<file path="config.mk">
export PLATFORM = sky130hd
export DESIGN_NAME = mem_port_arbiter
export DESIGN_NICKNAME = d
export VERILOG_FILES = /design/src/rtl/mem_port_arbiter.sv
export SDC_FILE = /design/constraint.sdc
export NUM_CORES = 1
export LEC_CHECK = 0
export CAP_MARGIN = 25
export CORE_AREA = 2 2 383 385
export CTS_BUF_LIST = sky130_fd_sc_hd__clkbuf_4
export DETAILED_ROUTE_END_ITERATION = 10
export DIE_AREA = 0 0 385 387
export SYNTH_ARGS = -nofsm -noshare
export SYNTH_HDL_FRONTEND = slang
export SYNTH_SLANG_ARGS = --single-unit
</file>
<file path="constraint.sdc">
create_clock -name clk -period 2.8 [get_ports clk]
set_input_delay 0.56 -clock clk [delete_from_list [all_inputs] [get_ports clk]]
set_output_delay 0.56 -clock clk [all_outputs]
set_load 0.005 [all_outputs]
</file>
<file path="src/rtl/mem_port_arbiter.sv">
// Four-way arbiter for the single physical-memory port: one line transaction per grant.
// Round-robin by default; define ARB_FIXED_PRIO_EN for fixed priority (slot 0 highest).
module mem_port_arbiter #(
  parameter int ADDR_W = 16,
  parameter int LINE_W = 128
) (
  input  logic                   clk,
  input  logic                   rst_n,
  input  logic [3:0]             req_read,
  input  logic [3:0]             req_write,
  input  logic [3:0][ADDR_W-1:0] req_addr,
  input  logic [3:0][LINE_W-1:0] req_wdata,
  output logic [3:0]             req_resp,
  output logic [LINE_W-1:0]      req_rdata,
  output logic                   mem_read,
  output logic                   mem_write,
  output logic [ADDR_W-1:0]      mem_addr,
  output logic [LINE_W-1:0]      mem_wdata,
  input  logic [LINE_W-1:0]      mem_rdata,
  input  logic                   mem_resp,
  output logic [1:0]             grant_idx,
  output logic                   grant_valid
);

  typedef enum logic [1:0] {
    IDLE    = 2'd0,
    BUSY    = 2'd1,
    RELEASE = 2'd2
  } state_t;

  state_t     state;
  state_t     state_nxt;
  logic [3:0] pending;
  logic [1:0] search_base;
  logic [1:0] cand;
  logic [1:0] winner;
  logic       found;

`ifdef ARB_FIXED_PRIO_EN
  assign search_base = 2'd0;
`else
  logic [1:0] rr_ptr;
  assign search_base = rr_ptr;
`endif

  assign pending = req_read | req_write;

  // Scan the four slots starting at search_base; 2-bit addition wraps 3 -> 0.
  always_comb begin
    // NOTE: every combinational output gets a default first so no path leaves it unassigned (no latches).
    winner = search_base;
    found  = 1'b0;
    cand   = search_base;
    for (int k = 0; k < 4; k++) begin
      cand = search_base + 2'(k);
      if (!found && pending[cand]) begin
        winner = cand;
        found  = 1'b1;
      end
    end
  end

  // Address and data follow the live inputs of the owning slot.
  assign mem_addr  = req_addr[grant_idx];
  assign mem_wdata = req_wdata[grant_idx];
  assign req_rdata = mem_rdata;

  always_comb begin
    state_nxt = state;
    mem_read  = 1'b0;
    mem_write = 1'b0;
    req_resp  = 4'b0000;
    case (state)
      IDLE: begin
        if (found) state_nxt = BUSY;
      end
      BUSY: begin
        mem_write = req_write[grant_idx];
        mem_read  = req_read[grant_idx] & ~req_write[grant_idx];
        if (mem_resp) begin
          req_resp[grant_idx] = 1'b1;
          state_nxt           = RELEASE;
        end
      end
      RELEASE: state_nxt = IDLE;
      default: state_nxt = IDLE;
    endcase
  end

  always_ff @(posedge clk) begin
    // NOTE: state registers use non-blocking assignments so all flops update from pre-edge values.
    if (!rst_n) begin
      state       <= IDLE;
      grant_idx   <= 2'd0;
      grant_valid <= 1'b0;
`ifndef ARB_FIXED_PRIO_EN
      rr_ptr      <= 2'd0;
`endif
    end else begin
      state       <= state_nxt;
      grant_valid <= (state_nxt == BUSY);
      if (state == IDLE && found) grant_idx <= winner;
`ifndef ARB_FIXED_PRIO_EN
      if (state == BUSY && mem_resp) rr_ptr <= grant_idx + 2'd1;
`endif
    end
  end

endmodule

</file>
==> impl_metrics.ini <==
[setup_path]
reg2reg_to = rr_ptr[1]
reg2reg_depth = 5
crit_required_ns = 2.24
slowest_stage = mux4_2
r2r_start = grant_idx[0]
critPathKind = input port to output port
cp_common_cell = clkdlybuf4s50_1
crit_arrival_ns = 2.23
crit_path_start_kind = input port
worst_setup_path_end_kind = output port
critPathMaxFanout = 1
r2r_setup_slack_ns = 1.35
slowest_delay_ns = 0.62
crit_start = req_wdata[167]
critical_path.top_delay_family = buffers and inverters
worstPathCellList = clkdlybuf4s50_1, mux4_2, clkdlybuf4s50_1
cp_num_buf_inv = 2

[sta]
timing.final.crit_share_pct = 99.54
fmax_ghz = 0.3588
rsz0062_at_grt = true
finClkSkew_ns = 0.002959
maxSlewHeadroom_pct = 72.04
setup_violations = 0
period_minus_slack_ns = 2.787
finalHoldViolations = 0
final_max_slew_viol_count = 0
tightest_slew_ns = 0.4156
tns_ns = 0

[power]
total_power_mw = 3.042
cellPowerDensity_nw_per_um2 = 216.1
ir_drop_uv = 101.1
leakage_nw = 4.372

[cells_and_area]
syn2layout_area_growth_pct = 177.2
stdcell_area_sq_um = 14080
layout.nets = 1690
layout-drive-gt1-share_pct = 21.03
fillCellCount = 16710

[grt]
grt_overflow_total = 0
grt_max_degree = 30
grt_pass1_wl_microns = 100500
grt_usage_pct = 10.83
grt_pass1_vias = 7547
grt_antenna_before_repair = 103

[clock_tree]
path_clk_slew_ns = 0.05
cts_buffers = 3
clockBufferDepth = 2
clk_latency_ns = 0.25
root_buffer = clkbuf_4
cts_max_level = 1
clock-sinks = 7
cts_tree = done

[synth]
avgSynthCellArea_sq_um = 14.06
mappedNetlistNets = 1080
yosysWarnings = 0
netlist_instances = 361
ys_seq_area_share_pct = 2.760
syn_area_sq_um = 5077
yosysUniqueCellTypes = 28
ys_seq_elements = 7

[run]
drv_cap = 0

[route]
viasPerCell = 2.517
drt_iter0_markers = 363
vias = 7306
drc = 0
dr.pass1.iters = 5
ant_nets = 0
wl_per_cell_microns = 29.24
finalWirelength_microns = 84890

[worst_hold_path]
hold-path-cell-count = 2
hp-start = rr_ptr[1]
hold-path-endpoint = rr_ptr[1]
hold_class = register to register

[floorplan]
die_area_sq_um = 149000
design.portCount = 996
core_area_sq_um = 144900
initial_utilization_pct = 3.505
fp-row-count = 140
die_x_microns = 385
die_h_microns = 387

[placement]
gp_congestion = 0.9357
placed_area_sq_um = 13870
post-dp-hpwl_microns = 79190
io_buffers = 739

[run_status]
outcome = finished clean
## power by group
part | internal, mW | switching (mW) | total, mW
Sequential | 0.108 | 0.0110 | 0.119
Combinational | 1.76 | 1.07 | 2.82
Clock | 0.0640 | 0.0360 | 0.100
Total | 1.93 | 1.11 | 3.04
## final cells by class
cell class,count,area [sq um],area share (%)
repair buffers,767,7861,55.85
clock buffers,4,30.03,0.2133
inverters,3,11.26,0.08000
flip-flops and latches,7,147.6,1.049
multi-input cells,189,3587,25.48
diodes,16,40.04,0.2844
well taps,1917,2399,17.04
## per-stage QoR
stage / utilization (%) / setup WS, ns / instances / hold WS [ns]
floorplan: - / 0.8838 / 361 / 0.5505
finish: 9.717 / 0.01283 / 2903 / 0.6207
detailed placement: 9.572 / -0.1244 / 2877 / 0.6000
global route: 9.701 / -0.04814 / 2894 / 0.6641
CTS: 9.624 / -0.02344 / 2885 / 0.6107
global placement: 9.572 / -0.1368 / 2877 / 0.5846
## registers in the layout, indices dropped and copies added (netlist names)
signal and cells:
rr_ptr 2, state 2, grant_valid 1, grant_idx 2
## synth_stat cells
cell / count / share of area [%]
mux4_2: 146 / 65
buf_4: 129 / 19
buf_2: 16 / 1.6
buf_12: 11 / 4.3
dfxtp_1: 7 / 2.8
and2_1: 6 / 0.74
nor2_1: 6 / 0.44
ha_1: 4 / 0.99
a21oi_1: 3 / 0.30
buf_8: 3 / 0.89
inv_1: 3 / 0.22
nand2_1: 3 / 0.22
and3b_1: 2 / 0.35
buf_6: 2 / 0.44
mux2i_1: 2 / 0.39
nor3_1: 2 / 0.20
o211ai_1: 2 / 0.30
o21a_1: 2 / 0.30
o21ai_0: 2 / 0.20
o22ai_1: 2 / 0.25
a311oi_2: 1 / 0.30
a41oi_1: 1 / 0.17
and4bb_2: 1 / 0.25
clkbuf_1: 1 / 0.074
nand3_1: 1 / 0.098
nor2b_1: 1 / 0.12
nor3b_1: 1 / 0.15
nor4_1: 1 / 0.12
## worst reg2reg max path, delay by kind of cell, from the launching register on
kind	cells	cell delay [ns]
DFF	1	0.38
muxes	1	0.18
and+or+nand+nor	1	0.06
buffers and inverters	2	0.31
adders and majority gates	1	0.42
## metal layers
layer | track usage, % | share of wire [%] | vias to the layer above | routed length (microns)
met2 | 18.12 | 46 | 852 | 38890
li1 | - | - | 2638 | -
met4 | 1.946 | 3.3 | 42 | 2805
met1 | 11.30 | 35 | 3540 | 30120
met3 | 7.141 | 15 | 234 | 12720
met5 | 0.5848 | 0.42 | - | 359
## worst max-delay path by stage
stage                           to  slack, ns  depth (start not counted)
finish               mem_wdata[39]       0.01                          3
floorplan           mem_wdata[118]       0.88                          4
detailed placement   mem_wdata[69]      -0.12                          3
global route         mem_wdata[39]      -0.05                          4
global placement     mem_wdata[69]      -0.14                          3
CTS                   mem_addr[12]      -0.02                          4
## cell families after synthesis
group                    Yosys count  share of synthesized area [%]
buffers and inverters            165                          26.61
multiplexers                     148                          65.16
adder cells (fa/ha/maj)            4                         0.9857
flip-flops                         7                          2.760
AO/OA/AOI/OAI                     13                          1.799
AND/OR/NAND/NOR                   24                          2.686
## cells in the final DEF (no fill, tap or decap)
cell type / count
dlymetal6s2s_1: 27
nor3_1: 2
nor2b_1: 1
buf_4: 31
a41oi_1: 1
buf_12: 13
mux4_2: 146
clkbuf_4: 4
o22ai_1: 2
o21ai_0: 2
buf_16: 5
dfxtp_1: 5
nand3_1: 1
o21a_1: 2
dlygate4sd2_1: 19
ha_1: 4
nor2_1: 6
mux2i_1: 2
inv_1: 3
and2_1: 6
and3b_2: 1
a21oi_1: 3
and4bb_2: 1
and3b_1: 1
o211ai_1: 2
a311oi_2: 1
nor4_1: 1
diode_2: 16
dfxtp_4: 2
clkdlybuf4s50_1: 672
nor3b_1: 1
nand2_1: 3
## what timing repair did
item	CTS	global route
gates resized for setup	21	31
hold buffers	0	0
buffers inserted	3	2
endpoints found under the setup margin	22	39
gates cloned	1	0
(Power assumes the default switching activity.)
